<file path="config.mk">
export PLATFORM = sky130hd
export DESIGN_NAME = bsg_manycore_store_encode_pipe
export DESIGN_NICKNAME = d
export VERILOG_FILES = /design/src/rtl/bsg_manycore_pkg.sv /design/src/rtl/bsg_fifo_1r1w_small.sv /design/src/rtl/bsg_manycore_store_encode_lanes.sv /design/src/rtl/bsg_manycore_store_encode_pipe.sv
export SDC_FILE = /design/constraint.sdc
export NUM_CORES = 1
export LEC_CHECK = 0
export CAP_MARGIN = 20
export CORE_AREA = 2 2 103 95
export CTS_CLUSTER_DIAMETER = 150
export CTS_CLUSTER_SIZE = 8
export DETAILED_ROUTE_END_ITERATION = 8
export DIE_AREA = 0 0 105 97
export PLACE_DENSITY = 0.79
export SLEW_MARGIN = 20
export SYNTH_ARGS = -nofsm -noshare
export SYNTH_HDL_FRONTEND = slang
export SYNTH_HIERARCHICAL = 1
export SYNTH_SLANG_ARGS = --single-unit
</file>
<file path="constraint.sdc">
create_clock -name clk_i -period 4 [get_ports clk_i]
set_clock_uncertainty 0.2 [all_clocks]
set_input_delay 1.2 -clock clk_i [delete_from_list [all_inputs] [get_ports clk_i]]
set_output_delay 1.2 -clock clk_i [all_outputs]
set_load 0.02 [all_outputs]
</file>
<file path="src/rtl/bsg_manycore_pkg.sv">
// Shared manycore definitions used by the remote-store encode pipe:
// packet opcodes and the default register-id width.
package bsg_manycore_pkg;

  localparam int unsigned bsg_manycore_reg_id_width_gp = 5;

  typedef enum logic [1:0] {
    e_remote_load  = 2'b00,
    e_remote_store = 2'b01,
    e_remote_amo   = 2'b10,
    e_remote_sw    = 2'b11
  } bsg_manycore_packet_op_e;

  // Lane fill byte for a disabled lane: register id zero-extended to 8 bits.
  function automatic logic [7:0] store_encode_fill(input logic [7:0] reg_id_ext);
    return reg_id_ext;
  endfunction

endpackage

</file>
<file path="src/rtl/bsg_fifo_1r1w_small.sv">
// Small 1-read/1-write FIFO (1 or 2 entries) with valid/ready in and
// valid/yumi out; a same-cycle dequeue frees a slot for the incoming write.
module bsg_fifo_1r1w_small #(
  parameter int unsigned width_p = 8,
  parameter int unsigned els_p   = 2
) (
  input  logic               i_clk,
  input  logic               i_reset,
  input  logic               i_v,
  output logic               o_ready,
  input  logic [width_p-1:0] i_data,
  output logic               o_v,
  output logic [width_p-1:0] o_data,
  input  logic               i_yumi
);

  logic [width_p-1:0] r_mem [2];
  logic               r_wr_ptr;
  logic               r_rd_ptr;
  logic [1:0]         r_count;

  logic w_full;
  logic w_enq;
  logic w_deq;
  logic w_wr_ptr_next;
  logic w_rd_ptr_next;

  assign w_full        = (r_count == 2'(els_p));
  assign o_v           = (r_count != 2'd0);
  assign w_deq         = i_yumi & o_v;
  assign o_ready       = !w_full || w_deq;
  assign w_enq         = i_v & o_ready;
  assign o_data        = r_mem[r_rd_ptr];
  // Single-entry configuration pins both pointers to slot 0.
  assign w_wr_ptr_next = (els_p == 2) ? ~r_wr_ptr : 1'b0;
  assign w_rd_ptr_next = (els_p == 2) ? ~r_rd_ptr : 1'b0;

  always_ff @(posedge i_clk) begin
    if (w_enq) begin
      r_mem[r_wr_ptr] <= i_data;
    end
  end

  always_ff @(posedge i_clk) begin
    if (i_reset) begin
      r_wr_ptr <= 1'b0;
      r_rd_ptr <= 1'b0;
      r_count  <= 2'd0;
    end else begin
      if (w_enq) r_wr_ptr <= w_wr_ptr_next;
      if (w_deq) r_rd_ptr <= w_rd_ptr_next;
      r_count <= r_count + 2'(w_enq) - 2'(w_deq);
    end
  end

endmodule

</file>
<file path="src/rtl/bsg_manycore_store_encode_lanes.sv">
// Combinational remote-store encoder: full-word stores pass through as
// e_remote_sw, partial stores carry the mask in reg_id and reg_id in idle lanes.
module bsg_manycore_store_encode_lanes
  import bsg_manycore_pkg::*;
#(
  parameter  int unsigned data_width_p   = 32,
  parameter  int unsigned reg_id_width_p = bsg_manycore_reg_id_width_gp,
  localparam int unsigned mask_width_lp  = data_width_p / 8
) (
  input  logic [data_width_p-1:0]   i_data,
  input  logic [mask_width_lp-1:0]  i_mask,
  input  logic [reg_id_width_p-1:0] i_reg_id,
  output logic [data_width_p-1:0]   o_data,
  output logic [reg_id_width_p-1:0] o_reg_id,
  output bsg_manycore_packet_op_e   o_op
);

  logic       w_full_word;
  logic [7:0] w_fill;

  assign w_full_word = &i_mask;
  assign w_fill      = store_encode_fill(8'(i_reg_id));

  always_comb begin
    o_data   = '0;
    o_reg_id = i_reg_id;
    o_op     = e_remote_sw;
    for (int unsigned b = 0; b < mask_width_lp; b++) begin
      o_data[8*b +: 8] = (w_full_word || i_mask[b]) ? i_data[8*b +: 8] : w_fill;
    end
    if (!w_full_word) begin
      o_reg_id = reg_id_width_p'(i_mask);
      o_op     = e_remote_store;
    end
  end

endmodule

</file>
<file path="src/rtl/bsg_manycore_store_encode_pipe.sv">
// Buffered remote-store encoder: encodes at enqueue, holds encoded requests in a
// small FIFO. Define BSG_MANYCORE_STORE_ENCODE_STATS_EN for saturating counters.
module bsg_manycore_store_encode_pipe
  import bsg_manycore_pkg::*;
#(
  parameter  int unsigned data_width_p   = 32,
  parameter  int unsigned reg_id_width_p = bsg_manycore_reg_id_width_gp,
  parameter  int unsigned els_p          = 2,
  localparam int unsigned mask_width_lp  = data_width_p / 8
) (
  input  logic                      clk_i,
  input  logic                      reset_i,
  input  logic                      v_i,
  input  logic [data_width_p-1:0]   data_i,
  input  logic [mask_width_lp-1:0]  mask_i,
  input  logic [reg_id_width_p-1:0] reg_id_i,
  output logic                      ready_o,
  output logic                      v_o,
  output logic [data_width_p-1:0]   data_o,
  output logic [reg_id_width_p-1:0] reg_id_o,
  output bsg_manycore_packet_op_e   op_o,
  input  logic                      yumi_i,
  output logic                      err_zero_mask_o
`ifdef BSG_MANYCORE_STORE_ENCODE_STATS_EN
  ,
  output logic [31:0]               sw_count_o,
  output logic [31:0]               store_count_o,
  output logic [31:0]               drop_count_o
`endif
);

  typedef struct packed {
    logic [data_width_p-1:0]   data;
    logic [reg_id_width_p-1:0] reg_id;
    bsg_manycore_packet_op_e   op;
  } store_encode_s;

  if ((data_width_p % 8) != 0 || data_width_p < 16 || data_width_p > 64) begin : g_bad_data_width
    $error("data_width_p must be a multiple of 8 in 16..64");
  end
  if (reg_id_width_p < mask_width_lp + 1 || reg_id_width_p > 8) begin : g_bad_reg_id_width
    $error("reg_id_width_p must be in mask_width_lp+1..8");
  end
  if (els_p != 1 && els_p != 2) begin : g_bad_els
    $error("els_p must be 1 or 2");
  end

  store_encode_s w_enc;
  store_encode_s w_head;
  logic          w_fifo_ready;
  logic          w_fifo_v;
  logic          w_accept;
  logic          w_zero_mask;
  logic          r_err_zero_mask;

  bsg_manycore_store_encode_lanes #(
    .data_width_p   (data_width_p),
    .reg_id_width_p (reg_id_width_p)
  ) u_lanes (
    .i_data   (data_i),
    .i_mask   (mask_i),
    .i_reg_id (reg_id_i),
    .o_data   (w_enc.data),
    .o_reg_id (w_enc.reg_id),
    .o_op     (w_enc.op)
  );

  // Zero-mask requests complete the handshake but are never buffered.
  assign w_zero_mask = (mask_i == '0);
  assign ready_o     = !reset_i && w_fifo_ready;
  assign w_accept    = v_i && ready_o;

  bsg_fifo_1r1w_small #(
    .width_p (($bits(store_encode_s))),
    .els_p   (els_p)
  ) u_fifo (
    .i_clk   (clk_i),
    .i_reset (reset_i),
    .i_v     (w_accept && !w_zero_mask),
    .o_ready (w_fifo_ready),
    .i_data  (w_enc),
    .o_v     (w_fifo_v),
    .o_data  (w_head),
    .i_yumi  (yumi_i)
  );

  assign v_o             = w_fifo_v && !reset_i;
  assign data_o          = w_head.data;
  assign reg_id_o        = w_head.reg_id;
  assign op_o            = w_head.op;
  assign err_zero_mask_o = r_err_zero_mask;

  always_ff @(posedge clk_i) begin
    if (reset_i) begin
      r_err_zero_mask <= 1'b0;
    end else if (w_accept && w_zero_mask) begin
      r_err_zero_mask <= 1'b1;
    end
  end

`ifdef BSG_MANYCORE_STORE_ENCODE_STATS_EN
  logic [31:0] r_sw_count;
  logic [31:0] r_store_count;
  logic [31:0] r_drop_count;

  always_ff @(posedge clk_i) begin
    if (reset_i) begin
      r_sw_count    <= '0;
      r_store_count <= '0;
      r_drop_count  <= '0;
    end else begin
      if (yumi_i && v_o && op_o == e_remote_sw && r_sw_count != '1) begin
        r_sw_count <= r_sw_count + 32'd1;
      end
      if (yumi_i && v_o && op_o == e_remote_store && r_store_count != '1) begin
        r_store_count <= r_store_count + 32'd1;
      end
      if (w_accept && w_zero_mask && r_drop_count != '1) begin
        r_drop_count <= r_drop_count + 32'd1;
      end
    end
  end

  assign sw_count_o    = r_sw_count;
  assign store_count_o = r_store_count;
  assign drop_count_o  = r_drop_count;
`endif

  always_ff @(posedge clk_i) begin
    if (!reset_i) begin
      assert (!$isunknown(v_i) && !$isunknown(yumi_i));
      assert (!(yumi_i && !v_o));
    end
  end

endmodule
</file>
==> summary.txt, run 1 <==
Run status
  – Run status: finished, final reports clean

Routing
  – Via count of the routed design: 2046
  – Number of vias per cell: about 4.8
  – Routed wire per std cell: 16.8 µm
  – Drt drc: 0
  – DR pass1 iterations: 4
  – Drt first-iter violations: 67
  – Total wirelength of the detailed-routed design: 7230 µm
  – Post-route ant nets: 0

Yosys
  – Cell area after synthesis: 3540 µm²
  – Biggest area contributors in the synthesized netlist: sky130_fd_sc_hd__edfxtp_1 66%, sky130_fd_sc_hd__mux2_2 17%, sky130_fd_sc_hd__dfxtp_1 3.4%
  – Number of distinct library cells after synthesis: 30
  – Yosys Warn Count: 6
  – Share of flip-flops with an asynchronous set or reset: 0
  – Biggest area consumer among synthesized cells: sky130_fd_sc_hd__edfxtp_1
  – Sequential area share after synthesis: 0.695
  – Average instance area after synthesis: 17.0 µm²
  – Net count after synthesis: about 260
  – Flop and latch count out of synthesis: 84
  – Share of Yosys cell area claimed by the top area cell type: 0.661
  – Dominant register cell in the synthesized netlist: sky130_fd_sc_hd__edfxtp_1
  – Number of flops mapped to enable cells by yosys: 78
  – Post-Synthesis Cells: 208

STA
  – RSZ-0062 raised after global routing: no
  – Final number of hold-violating endpoints: 0
  – Fin. max-slew vios: 0
  – Upper clock frequency limit: between 200 and 300 MHz
  – Count of endpoints failing setup in the final report: 0
  – Final worst setup slack: 93.9 ps
  – Final period util: 0.977
  – Actual transition at the worst max-transition pin: 975 ps
  – Shortest period the worst path allows: 3910 ps
  – Max-slew headroom at the worst pin: 0.350

Finish
  – Count of inserted antenna diode cells: 0
  – Area taken by multi-input logic gates: between 900 and 1000 µm²
  – Commonest cells after routing, fill and taps aside: 85 x sky130_fd_sc_hd__clkdlybuf4s50_1, 78 x sky130_fd_sc_hd__edfxtp_1, 55 x sky130_fd_sc_hd__mux2_2
  – Fillcell total: roughly 800
  – Most common cell after layout, fill and taps aside: sky130_fd_sc_hd__clkdlybuf4s50_1
  – Area overhead of the layout relative to synthesis: 35.0%
  – Fraction of layout cells with a size suffix above 1: 0.292
  – Register cell area after layout: 2460 µm²
  – Number of nets at the end of the flow: 350

Place
  – Port bufs: 86
  – RePlAce Congestion: 0.669
  – Placement Setup Slack: -127 ps
  – Placed wire-length estimate: 4740 µm

Clock tree
  – CTS tree: built
  – Worst skew pair latency: 330 ps
  – Inserted Clock Buffers: 9
  – Register clock-pin slew on the reported worst setup and hold paths: 80 ps
  – Setup repair bufs after CTS: 0
  – CTS H-tree lvls: 3
  – Total number of clock tree sinks: between 80 and 90
  – CTS max path bufs: 2
  – Buffer type at the clock tree root: sky130_fd_sc_hd__clkbuf_8

Job
  – MaxCap Viol Count: 0

Global routing
  – Met3 demand-to-capacity share in global routing: 0.0391
  – Routing usage on met2: 0.264
  – Overflow after GRT: 0
  – Wire length of the first global-routing pass: 11600 µm
  – GRT Total Usage: 0.149
  – Met1 global-route usage: 0.176
  – Number of antenna violations at the first check in global routing: 0
  – Number of global-route vias before repair: 2315
  – Global route hottest layer: met2
  – Largest net degree at the start of global routing: 40

Floorplan
  – Row count: 33
  – Die extent in x: 105 µm
  – Starting Density: 0.394
  – Number of primary I/O pins: slightly below 90
  – Overall die area: 10200 µm²
  – Floorplan die height: 97 µm
  – Placeable core region: 9000 µm²

Setup path
  – Startpoint of the worst register-to-register path: u_fifo/r_count[1]$_SDFF_PP0_
  – Maximum net fanout on the critical path: 3
  – Endpoint kind of the worst setup timing path: primary output
  – Class of the most critical setup path: in -> out
  – Endpoint of the most critical register-to-register path: u_fifo/r_mem[1][18]$_DFFE_PP_
  – Depth of the worst register-to-register path: 4
  – Launching element type of the critical path: input port
  – Data required time at the worst endpoint: 2600 ps
  – Data arrival at the endpoint of the critical path: 2510 ps
  – Setup slack of the worst register-to-register path: 1540 ps

Min path
  – Hold Path Cell Cnt: 1
  – Beginning of the worst hold path: err_zero_mask_o$_SDFFE_PP0P_
  – Worst Hold Class: reg -> reg
  – Hold endpoint: err_zero_mask_o$_SDFFE_PP0P_

Power
  – Overall power of the completed layout: 2.56 mW
  – Peak VDD IR: 0.388 mV
  – Power density over the cells: 535 nW/µm²
  – P_leak: 1.65 nW
## layout make-up
class,instances,share of cell area
clock inverters,6,0.0186
inverters,7,0.00549
flip-flops and latches,84,0.515
repair buffers,94,0.197
well taps,122,0.0319
clock buffers,10,0.0267
multi-input cells,107,0.205
## state kept, by name (all words and copies together), names as in the netlist, named ones only
name	cells
err_zero_mask_o	1
u_fifo/r_count	2
u_fifo/r_mem	78
u_fifo/r_rd_ptr	1
u_fifo/r_wr_ptr	1
## cell usage after synthesis, types with 2 or more instances
master and n:
sky130_fd_sc_hd__inv_1 6, sky130_fd_sc_hd__nor2_1 6, sky130_fd_sc_hd__nand2_1 6, sky130_fd_sc_hd__mux2_2 55, sky130_fd_sc_hd__dfxtp_1 6, sky130_fd_sc_hd__and2_2 3, sky130_fd_sc_hd__edfxtp_1 78, sky130_fd_sc_hd__ha_1 2
sky130_fd_sc_hd__o31a_1 3, sky130_fd_sc_hd__buf_2 3, sky130_fd_sc_hd__buf_6 4, sky130_fd_sc_hd__and2_1 9, sky130_fd_sc_hd__buf_4 3, sky130_fd_sc_hd__o21ai_0 4, sky130_fd_sc_hd__xnor2_1 2, sky130_fd_sc_hd__nor2b_1 4
## critical path, cell delays in order
cell,delay (ps)
sky130_fd_sc_hd__clkdlybuf4s50_1,420
sky130_fd_sc_hd__or3b_4,400
sky130_fd_sc_hd__nor2b_1,160
sky130_fd_sc_hd__dlygate4sd2_1,320
## logic make-up (layout without fill, tap and decap cells)
logic type      count (synthesis)  after routing  synth area share
compound gates                 10             10            0.0208
xor+xnor                        3              3           0.00741
fa+ha+maj                       2              2           0.00706
buf+inv                        17            117            0.0307
flops                          84             84             0.695
mux                            56             56             0.179
other cells                     1              1           0.00106
simple gates                   35             35            0.0593
## worst max path at each step
stage,end,depth (start not counted),start,slack [ps]
after floorplan,u_fifo/r_mem[0][0]$_DFFE_PP_,5,yumi_i,290
after global placement,ready_o,4,yumi_i,-110
after detailed placement,ready_o,4,yumi_i,-130
after CTS,ready_o,4,yumi_i,90
after global routing,ready_o,4,yumi_i,50
final,ready_o,4,yumi_i,90
## per-stage QoR
step	instance area [µm²]	util	std cells	hold WS, ps	TNS, ps
3_3_place_gp	4570	0.508	414	263	-106
5_1_grt	4790	0.532	430	324	0
4_1_cts	4790	0.532	430	286	0
3_5_place_dp	4570	0.508	414	262	-127
2_1_floorplan	3550	-	208	281	0
6_report	4790	0.532	430	283	0
## power breakdown
part           total (mW)  internal, mW  switching [mW]
sequential           1.10          1.05          0.0526
clock               0.647         0.352           0.295
combinational       0.810         0.441           0.369
total                2.56          1.84           0.717
## what timing repair did
action,4_1_cts,5_1_grt
hold buffers,0,0
gates resized for setup,1,0
setup endpoints to repair,1,0
## metal layers
| layer | wire length (µm) | share of wire | up-vias |
|---|---|---|---|
| li1 | - | - | 964 |
| met1 | 3080 | 0.43 | 1028 |
| met2 | 3740 | 0.52 | 52 |
| met3 | 372 | 0.051 | 2 |
| met4 | 27 | 0.0037 | 0 |
| met5 | 0 | 0 | - |
(Power assumes the default switching activity.)
==> run 2: changes to the inputs <==
- SLEW_MARGIN: 20 -> 10
==> results of run 2 <==
The final DEF is identical to that of run 1; final timing and power are the same.
==> run 3: changes to the inputs <==
- CORE_AREA: 2 2 103 95 -> 2 2 70 139
- DIE_AREA: 0 0 105 97 -> 0 0 72 141
==> run 3 against run 2 <==
Net effect:
- setup slack worse by 7.6 ps
- via count up 1.3%
- sequential share of layout area down 0.45 points
- maximum frequency down 0.20%
- total power up 4.5%
- highest routed layer unchanged
- utilization down 0.67 points
- register-to-register slack worse by 30 ps
==> summary.txt, run 3 (synthesized netlist as in run 1, its figures left out) <==
Run status
  – Run status: finished, final reports clean

Floorplan
  – Placeable core region: 9200 µm² (+2.2%)
  – Overall die area: 10200 µm² (-0.32%)
  – Starting Density: 0.385 (-0.00836)
  – Floorplan die height: 141 µm (+45%)
  – Die extent in x: 72 µm (-31%)
  – Row count: 50 (+52%)
  – Number of primary I/O pins: 87 (unchanged)

Finish
  – Flip-flop count of the largest register after layout: 78 (unchanged)
  – Area taken by multi-input logic gates: 982 µm² (unchanged)
  – Count of inserted antenna diode cells: 0 (unchanged)
  – Register cell area after layout: 2460 µm² (unchanged)
  – Fraction of layout cells with a size suffix above 1: 0.291 (-0.000946)
  – Leading registers by flop count: u_fifo/r_mem (78), u_fifo/r_count (2)
  – Area overhead of the layout relative to synthesis: 36.2%
  – Commonest cells after routing, fill and taps aside: 85 x sky130_fd_sc_hd__clkdlybuf4s50_1, 78 x sky130_fd_sc_hd__edfxtp_1, 55 x sky130_fd_sc_hd__mux2_2
  – Register with the most flip-flops: u_fifo/r_mem
  – Number of nets at the end of the flow: 351 (+0.29%)
  – Most common cell after layout, fill and taps aside: sky130_fd_sc_hd__clkdlybuf4s50_1
  – Fillcell total: 704 (-12%)

Power
  – Clock power share: 0.279 (+0.026)
  – Overall power of the completed layout: 2.68 mW (+4.5%)
  – Net Sw Power: 0.729 mW (+1.7%)
  – Comb pwr share: 0.305 (-0.011)
  – P_leak: 1.69 nW (+2.3%)
  – Peak VDD IR: 0.303 mV (-22%)
  – Power density over the cells: 554 nW/µm² (+3.5%)
  – Net switching share of the total power: 0.272 (-0.00751)
  – Proportion of power drawn by flip-flops and latches: 0.416 (-0.015)
  – Internal power summed over all cells: 1.95 mW (+5.5%)

Clock tree
  – Inserted Clock Buffers: 9 (unchanged)
  – CTS max path bufs: 2 (unchanged)
  – Register clock-pin slew on the reported worst setup and hold paths: 50 ps (-30 ps)
  – CTS tree: built
  – Worst skew pair latency: 330 ps (about the same)
  – Buffer type at the clock tree root: sky130_fd_sc_hd__clkbuf_16
  – Number of resized instances in the post-cts repair step: 1 (unchanged)
  – Hold buffer count at cts: 0 (unchanged)
  – CTS H-tree lvls: 3 (unchanged)
  – Total number of clock tree sinks: 84 (unchanged)
  – Setup repair bufs after CTS: 0 (unchanged)

STA
  – Count of endpoints failing setup in the final report: 0 (unchanged)
  – Upper clock frequency limit: 256 MHz (-0.20%)
  – Final period util: 0.978 (+0.00191)
  – Max-slew headroom at the worst pin: 0.360 (+0.00980)
  – Fin. max-slew vios: 0 (unchanged)
  – Final Hold Slack: 286 ps (+3.17 ps)
  – Shortest period the worst path allows: 3910 ps (+7.64 ps)
  – RSZ-0062 raised after global routing: no
  – Final number of hold-violating endpoints: 0 (unchanged)
  – Actual transition at the worst max-transition pin: 960 ps (-14.7 ps)

Global routing
  – Largest net degree at the start of global routing: 40 (unchanged)
  – Overflow after GRT: 0 (unchanged)
  – GRT Total Usage: 0.151 (+0.00246)
  – Number of global-route vias before repair: 2228 (-3.8%)
  – Number of antenna violations at the first check in global routing: 0 (unchanged)
  – Wire length of the first global-routing pass: 11300 µm (-2.4%)

Setup path
  – Maximum net fanout on the critical path: 3 (unchanged)
  – Endpoint kind of the worst setup timing path: primary output
  – Data arrival at the endpoint of the critical path: 2510 ps (about the same)
  – Delay of the slowest critical-path stage: 430 ps (about the same)
  – Class of the most critical setup path: in -> out
  – Data required time at the worst endpoint: 2600 ps (about the same)
  – Cells traversed along the worst timing path: clkdlybuf4s50_1 -> or3b_4 -> nor2b_1 -> dlygate4sd2_1
  – Launching element type of the critical path: input port
  – Cell with the largest stage delay on the worst path: sky130_fd_sc_hd__clkdlybuf4s50_1

Routing
  – DR pass1 iterations: 4 (unchanged)
  – Drt drc: 0 (unchanged)
  – Number of vias per cell: 5.02 (+5.4%)
  – Drt first-iter violations: 126 (+88%)
  – Post-route ant nets: 0 (unchanged)
  – Routed wire per std cell: 17.3 µm (+2.8%)
  – Via count of the routed design: 2072 (+1.3%)
  – Total wirelength of the detailed-routed design: 7130 µm (-1.3%)

Place
  – Port bufs: 86 (unchanged)
  – Placed wire-length estimate: 4920 µm (+3.8%)
  – RePlAce Congestion: 0.763 (+14%)

Min path
  – Worst Hold Class: reg -> reg

Job
  – MaxCap Viol Count: 0 (unchanged)
[run 3: cell types whose count changed in the layout (fill, tap and decap cells not counted), sizes merged]
cell      before  now
clkbuf        10   13
clkinvlp       1    0
bufinv         2    0
buf            8    9
[run 3: path summary, 6_finish.rpt]
path                                                    from                       endpoint  slack (ps)  depth (start not counted)
worst max-delay path                                  yumi_i                        ready_o          90                          4
worst max register to register  u_fifo/r_count[1]$_SDFF_PP0_  u_fifo/r_mem[1][18]$_DFFE_PP_        1510                          4
worst min register to register  err_zero_mask_o$_SDFFE_PP0P_   err_zero_mask_o$_SDFFE_PP0P_         290                          1
worst min-delay path            err_zero_mask_o$_SDFFE_PP0P_   err_zero_mask_o$_SDFFE_PP0P_         290                          1
[run 3: power by group through the flow]
stage / logic (mW) / registers [mW] / clock network (mW)
finish: 0.816 / 1.11 / 0.748
detailed placement: 0.823 / 1.13 / 0
global route: 0.867 / 1.12 / 0.810
floorplan: 0.493 / 1.09 / 0
global placement: 0.805 / 1.12 / 0
CTS: 0.828 / 1.11 / 0.770
[run 3: per-stage QoR]
step                      setup slack [ps]  cell area (µm²)  instances  TNS, ps  utilization
after global routing                  59.5             4830        413        0        0.525
after global placement                -101             4560        397     -101        0.495
after detailed placement              -127             4560        397     -127        0.495
after floorplan                        295             3550        208        0            -
final                                 86.3             4830        413        0        0.525
after CTS                             84.5             4830        413        0        0.525
[run 3: area by class of cell]
class                   count  area share
inverters                   7     0.00544
repair buffers             95       0.197
multi-input cells         107       0.203
clock buffers              13      0.0539
clock inverters             3     0.00285
well taps                 104      0.0270
flip-flops and latches     84       0.510
[run 3: metal layers]
metal	vias to the layer above	track usage	wire length [µm]
li1	966	-	-
met1	1006	0.180	2870
met2	92	0.246	3570
met3	8	0.0608	618
met4	0	0.0536	78
met5	-	0	0
[run 3: worst max-delay path, delay by kind of cell]
| kind | cells | cell delay (ps) |
|---|---|---|
| simple gates | 2 | 560 |
| buf+inv | 2 | 750 |
